<file path="config.mk">
export PLATFORM = sky130hd
export DESIGN_NAME = audio_csr_bank
export DESIGN_NICKNAME = d
export VERILOG_FILES = /design/src/rtl/audio_csr_bank.sv
export SDC_FILE = /design/constraint.sdc
export NUM_CORES = 1
export LEC_CHECK = 0
export CAP_MARGIN = 10
export CELL_PAD_IN_SITES_DETAIL_PLACEMENT = 0
export CELL_PAD_IN_SITES_GLOBAL_PLACEMENT = 2
export CORE_ASPECT_RATIO = 0.6
export CORE_MARGIN = 1.5
export CORE_UTILIZATION = 39
export CTS_CLUSTER_DIAMETER = 120
export DETAILED_ROUTE_END_ITERATION = 12
export HOLD_SLACK_MARGIN = 0.08
export MAX_ROUTING_LAYER = met4
export PLACE_DENSITY_LB_ADDON = 0.1
export RECOVER_POWER = 100
export SYNTH_ARGS = -nofsm -noshare
export SYNTH_HDL_FRONTEND = slang
export SYNTH_SLANG_ARGS = --single-unit
</file>
<file path="constraint.sdc">
create_clock -name pclk -period 16.5 [get_ports pclk]
set_clock_uncertainty 0.1 [all_clocks]
set_input_delay 3.3 -clock pclk [delete_from_list [all_inputs] [get_ports pclk]]
set_output_delay 3.3 -clock pclk [all_outputs]
set_load 0.01 [all_outputs]
</file>
<file path="src/rtl/audio_csr_bank.sv">
// audio_csr_bank: APB register bank for an audio block. Holds the control,
// interrupt and volume-target registers and ramps each channel's volume
// toward its target on ramp_tick, raising an interrupt when a ramp finishes.
module audio_csr_bank #(
    parameter int          NUM_CH   = 4,
    parameter int          NUM_IRQ  = 8,
    parameter logic [15:0] STEP_RST = 16'h0010
) (
    input  logic                 pclk,
    input  logic                 prst,
    input  logic [11:0]          paddr,
    input  logic                 psel,
    input  logic                 penable,
    input  logic                 pwrite,
    input  logic [31:0]          pwdata,
    output logic [31:0]          prdata,
    output logic                 pready,
    output logic                 pslverr,
    input  logic [31:0]          version,
    input  logic [NUM_IRQ-1:0]   irq_src,
    input  logic                 ramp_tick,
    output logic [7:0]           ctrl_enable,
    output logic [NUM_CH*16-1:0] vol_out,
    output logic [NUM_CH-1:0]    ramp_busy,
    output logic                 irq
);

    localparam int IW = NUM_IRQ + 1;

    // Bus handshake: a transfer is accepted in its first access cycle
    // (psel & penable & ~pready); address, direction, data and read data are
    // captured there, pready is high for exactly the following cycle, and a
    // write is committed on the clock edge that ends that pready cycle.
    logic access;
    assign access = psel & penable & ~pready;

    logic [7:0]        ctrl_en_q;
    logic              bypass_q;
    logic [IW-1:0]     int_en_q;
    logic [IW-1:0]     int_stat_q;
    logic [15:0]       ramp_step_q;
    logic [15:0]       vol_tgt [NUM_CH];
    logic [15:0]       vol_cur [NUM_CH];
    logic [NUM_IRQ-1:0] irq_hist_q;
    logic              edge_en_q;

    // Write strobes are high only during the pready cycle of a good write.
    logic              wr_ctrl, wr_int_en, wr_int_clr, wr_int_set, wr_step;
    logic [NUM_CH-1:0] wr_tgt;
    logic [31:0]       wr_data;

    logic [31:0]       rd_data;
    logic              acc_err;
    logic              hit_ctrl, hit_int_en, hit_int_stat, hit_int_set, hit_step;
    logic [NUM_CH-1:0] hit_tgt;
    logic              ch_hit;

    // Address decode, read mux and error detection for the current address.
    always_comb begin
        rd_data      = '0;
        acc_err      = 1'b0;
        hit_ctrl     = 1'b0;
        hit_int_en   = 1'b0;
        hit_int_stat = 1'b0;
        hit_int_set  = 1'b0;
        hit_step     = 1'b0;
        hit_tgt      = '0;
        ch_hit       = 1'b0;
        if (paddr[1:0] != 2'b00) begin
            acc_err = 1'b1;
        end else begin
            case (paddr[11:2])
                10'h000: begin
                    hit_ctrl = 1'b1;
                    rd_data  = {bypass_q, 23'b0, ctrl_en_q};
                end
                10'h001: begin
                    rd_data = version;
                    acc_err = pwrite;
                end
                10'h002: begin
                    hit_int_en = 1'b1;
                    rd_data    = 32'(int_en_q);
                end
                10'h003: begin
                    hit_int_stat = 1'b1;
                    rd_data      = 32'(int_stat_q);
                end
                10'h004: hit_int_set = 1'b1;
                10'h005: begin
                    hit_step = 1'b1;
                    rd_data  = {16'b0, ramp_step_q};
                end
                default: begin
                    if (paddr[11:8] == 4'h1) begin
                        for (int n = 0; n < NUM_CH; n++) begin
                            if (paddr[6:2] == 5'(n)) begin
                                ch_hit = 1'b1;
                                if (!paddr[7]) begin
                                    hit_tgt[n] = 1'b1;
                                    rd_data    = {16'b0, vol_tgt[n]};
                                end else begin
                                    rd_data = {16'b0, vol_cur[n]};
                                end
                            end
                        end
                        acc_err = ~ch_hit | (paddr[7] & pwrite);
                    end else begin
                        acc_err = 1'b1;
                    end
                end
            endcase
        end
    end

    // Bus response and write-strobe registers.
    always_ff @(posedge pclk) begin
        if (prst) begin
            pready     <= 1'b0;
            pslverr    <= 1'b0;
            prdata     <= '0;
            wr_ctrl    <= 1'b0;
            wr_int_en  <= 1'b0;
            wr_int_clr <= 1'b0;
            wr_int_set <= 1'b0;
            wr_step    <= 1'b0;
            wr_tgt     <= '0;
            wr_data    <= '0;
        end else begin
            pready     <= access;
            pslverr    <= access & acc_err;
            if (access) begin
                prdata  <= (acc_err | pwrite) ? 32'h0 : rd_data;
                wr_data <= pwdata;
            end
            wr_ctrl    <= access & pwrite & ~acc_err & hit_ctrl;
            wr_int_en  <= access & pwrite & ~acc_err & hit_int_en;
            wr_int_clr <= access & pwrite & ~acc_err & hit_int_stat;
            wr_int_set <= access & pwrite & ~acc_err & hit_int_set;
            wr_step    <= access & pwrite & ~acc_err & hit_step;
            wr_tgt     <= hit_tgt & {NUM_CH{access & pwrite & ~acc_err}};
        end
    end

    // Plain read/write configuration registers.
    always_ff @(posedge pclk) begin
        if (prst) begin
            ctrl_en_q   <= '0;
            bypass_q    <= 1'b0;
            int_en_q    <= '0;
            ramp_step_q <= STEP_RST;
        end else begin
            if (wr_ctrl) begin
                ctrl_en_q <= wr_data[7:0];
                bypass_q  <= wr_data[31];
            end
            if (wr_int_en) int_en_q    <= wr_data[IW-1:0];
            if (wr_step)   ramp_step_q <= wr_data[15:0];
        end
    end

    assign ctrl_enable = ctrl_en_q;

    logic [15:0]       vol_nxt [NUM_CH];
    logic [15:0]       tgt_nxt [NUM_CH];
    logic [NUM_CH-1:0] busy_nxt;
    logic [15:0]       diff;
    logic              busy_fall;

    // Next volume per channel: bypass copies the target, otherwise each tick
    // moves by the step clamped to the remaining distance (never overshoots).
    always_comb begin
        diff = '0;
        for (int n = 0; n < NUM_CH; n++) begin
            tgt_nxt[n] = wr_tgt[n] ? wr_data[15:0] : vol_tgt[n];
            vol_nxt[n] = vol_cur[n];
            if (bypass_q) begin
                vol_nxt[n] = vol_tgt[n];
            end else if (ramp_tick) begin
                if (vol_cur[n] < vol_tgt[n]) begin
                    diff       = vol_tgt[n] - vol_cur[n];
                    vol_nxt[n] = vol_cur[n] + ((diff < ramp_step_q) ? diff : ramp_step_q);
                end else begin
                    diff       = vol_cur[n] - vol_tgt[n];
                    vol_nxt[n] = vol_cur[n] - ((diff < ramp_step_q) ? diff : ramp_step_q);
                end
            end
            busy_nxt[n] = (vol_nxt[n] != tgt_nxt[n]);
        end
        busy_fall = |(ramp_busy & ~busy_nxt);
    end

    // Volume target, current volume and busy flags.
    always_ff @(posedge pclk) begin
        if (prst) begin
            for (int n = 0; n < NUM_CH; n++) begin
                vol_tgt[n] <= '0;
                vol_cur[n] <= '0;
            end
            ramp_busy <= '0;
        end else begin
            for (int n = 0; n < NUM_CH; n++) begin
                vol_tgt[n] <= tgt_nxt[n];
                vol_cur[n] <= vol_nxt[n];
            end
            ramp_busy <= busy_nxt;
        end
    end

    // Pack per-channel volumes onto the flat output bus.
    always_comb begin
        vol_out = '0;
        for (int n = 0; n < NUM_CH; n++) vol_out[16*n +: 16] = vol_cur[n];
    end

    logic [IW-1:0] hw_set;
    assign hw_set = {busy_fall, irq_src & ~irq_hist_q & {NUM_IRQ{edge_en_q}}};

    // Interrupt status: hardware and software sets take priority over W1C.
    // Edge detection stays off for the first cycle after reset so a source
    // already high at release is absorbed into the history, not latched.
    always_ff @(posedge pclk) begin
        if (prst) begin
            int_stat_q <= '0;
            irq_hist_q <= '0;
            edge_en_q  <= 1'b0;
            irq        <= 1'b0;
        end else begin
            int_stat_q <= (int_stat_q & ~(wr_int_clr ? wr_data[IW-1:0] : '0))
                        | (wr_int_set ? wr_data[IW-1:0] : '0)
                        | hw_set;
            irq_hist_q <= irq_src;
            edge_en_q  <= 1'b1;
            irq        <= |(int_stat_q & int_en_q);
        end
    end

endmodule

</file>
==> impl_results.md <==
- Status: complete, but fails checks
- Violated checks: capacitance limit, slew limit
- Starting Density: 39.80%
- Post-CTS resize count: 0
- CTS Hold Buffers Added: 0
- Worst slack, placed: 6283 ps
- Commonest cells post-synth: 446 x nor2_1, 339 x a21oi_1, 308 x ha_1
- DRC Markers: 0
- Slowest stage delay, CP: 1050 ps
- Gr usage total: 34.30%
- Post-route minimum period: 10980 ps
- Area grow syn2layout: 13.66%
- Post-Syn Nets: 4063
- Die Width: 344.8 um
- TritonCTS clock tree: built
- Critical path endpoint category: flip-flop
- Sink Count: 245
- Die height: 208.1 um
- Worst Path Required: 16670 ps
- DIE AREA: 0.07176 mm^2
- Largest net degree at the start of global routing: 80
- Final WS setup: 5518 ps
- GP Congestion: 0.9934
- IO Pins: 201
- IO buf count: 185
- Setup violators final: 0
- Unique masters post-synth: 95
- Core area: 0.06870 mm^2
- Post-synth top area share: 17.94%
- Synthesis Warnings: 0
- Cell Area, Synth: 0.02734 mm^2
- Routed Antenna Nets: 0
- GRT overflow: 0
- Filler cells: 6984
- LEAKAGE: 12.49 nW
- Total number of vias: 28.47k
- Count leader, synth: nor2_1
- Hold WC Path Type: reg2reg
- Fmax achieved: 0.09106 GHz
- Register bit total from synthesis: 245
- Post-route setup TNS: 0 ps
- Ranking of synthesized cells by area: dfxtp_1 18%, ha_1 14%, mux2i_1 7.2%, a21oi_1 6.2%, nor2_1 6.1%
- CP startpoint kind: flip-flop
- Routed WL: 123900 um
- Initial DRC count: 3287
- Hpwl dp: 96740 um
- Mean number of vias per cell: 6.106
- Sequential fraction of the synthesis area: 17.94%
- Final hold violations: 0
- First-pass GRT wire length: 178000 um
- Synth Instances: 3653
- Pre-Repair DR Iteration Count: 6
- Overall Power: 0.007576 W
- H-tree depth: 1
- Maxcap violations: 5
- Worst relative slew slack: -175.6%
- Final clock period utilization by the worst path: 66.56%
- Crit path kind: reg2reg
- CTS Buffer Depth: 3
- Number of synthesized flops with an enable pin: 0
- Reg clk slew, reported paths: 60 ps
- Row cnt: 74
- Pwr/cell area: 243.8 mW/mm^2
- Top_reg_cell synth: dfxtp_1
- Slew Viols, Final: 254
- Worst vdd ir: 150.5 uV
- CP dominant cell by count: a21oi_1
- Setup bufs post-CTS: 0
- Vias in the first global route: 25.97k
- Worst-path maximum fanout: 29
- WP data arrival: 11150 ps
- Async SR Flop Fraction: 0%
- # nets final: 4138
- Antenna violations before repair: 4
- Clk Latency, worst-skew pair: 610 ps
- Crit path max-delay cell type: clkbuf_1
- Post-synth top area cell: dfxtp_1
- RSZ-0062 raised after global routing: no
- CTS root buf: clkbuf_16
- Synth Area per Inst: 7.485 um^2
- Layout cell share with drive strength beyond 1: 5.260%
- Slew @ Worst Pin: 4134 ps
- Hold WS: 358.8 ps
- CTS Buf Count: 29
- Routed WL per cell: 26.57 um
routing by layer:
layer	routed length (um)	part of all wire [%]	track usage [%]	up-vias
met5	0	0	-	-
met4	3392	2.7	8.553	0
met3	13100	11	7.356	161
met2	47210	38	44.57	1380
met1	60170	49	52.08	13696
li1	-	-	-	13235
final cells by class:
class                      instances  area [um^2]  area share (%)
sequential                       245         4908           15.79
tap                              912         1141           3.672
clock inverter                     7        150.1          0.4831
timing repair buffer             269         2439           7.847
clock buffer                      41        840.8           2.706
antenna                            6        15.01         0.04831
multi-input combinational       2980        20820           67.00
inverter                         203        762.0           2.452
critical path, delay by kind of cell, from the launching register on:
kind / cells / cell delay (ps)
simple gates: 6 / 1790
compound gates: 19 / 5310
buf+inv: 2 / 1170
mux: 1 / 310
xor+xnor: 1 / 110
flops: 1 / 450
fa+ha+maj: 4 / 1370
cells by family after synthesis:
logic type               Yosys count  synth area share (%)
flip-flops                       245                 17.94
buffers and inverters            428                 5.995
adder cells (fa/ha/maj)          320                 14.97
multiplexers                     217                 8.543
AND/OR/NAND/NOR                 1129                 19.33
AO/OA/AOI/OAI                   1046                 24.61
XOR/XNOR                         268                 8.612
cell usage in the layout, fill, tap and decap left out, types with 17 or more instances in the layout:
cell and count:
nand2_1 266, nor2_1 446, a31oi_1 29, nand2b_1 18, nor3_1 67, and2_1 26, xnor2_1 171, a22o_1 20
nor2b_1 26, o21a_1 35, a21oi_1 337, inv_1 197, or3_1 43, buf_4 77, o21bai_1 27, nand3_1 53
nor4_1 23, mux2i_1 197, a221oi_1 17, a22oi_1 38, a211oi_1 46, o22ai_1 18, xor2_1 95, and3_1 27
ha_1 308, nand3b_1 20, nand4_1 38, o211ai_1 35, o31ai_1 19, dlygate4sd3_1 112, dfxtp_1 244, clkbuf_16 29
a21o_1 87, clkdlybuf4s50_1 70, o21ai_0 195, or2_2 19
metrics by stage:
| step | cell area, um^2 | std cells | utilization (%) |
|---|---|---|---|
| 2_1_floorplan | 27340 | 3653 | - |
| 3_3_place_gp | 30140 | 4609 | 43.88 |
| 3_5_place_dp | 30140 | 4609 | 43.88 |
| 4_1_cts | 31130 | 4657 | 45.32 |
| 5_1_grt | 31070 | 4659 | 45.22 |
| 6_report | 31080 | 4663 | 45.24 |
power by group:
group          internal [W]  switching, W
clock              0.000414      0.000289
combinational       0.00241       0.00368
sequential         0.000655      0.000133
total               0.00348       0.00410
flip-flops by register name, summed over array words and instances (netlist names), 4 cells and up:
signal and cells:
wr_data 17, vol_cur 64, int_stat_q 9, prdata 32, wr_tgt 4, vol_tgt 64, ctrl_enable 8, ramp_step_q 16
irq_hist_q 8, ramp_busy 4, int_en_q 9
path summary, 6_finish.rpt:
path	startpoint	end	slack, ps	depth (start not counted)
min reg2reg	wr_data[31]	wr_data[31]	360	2
min	wr_data[31]	wr_data[31]	360	2
max	vol_cur[0][3]	int_stat_q[8]	5520	33
max reg2reg	vol_cur[0][3]	int_stat_q[8]	5520	33
No activity file was read; power rests on OpenSTA's default activity.
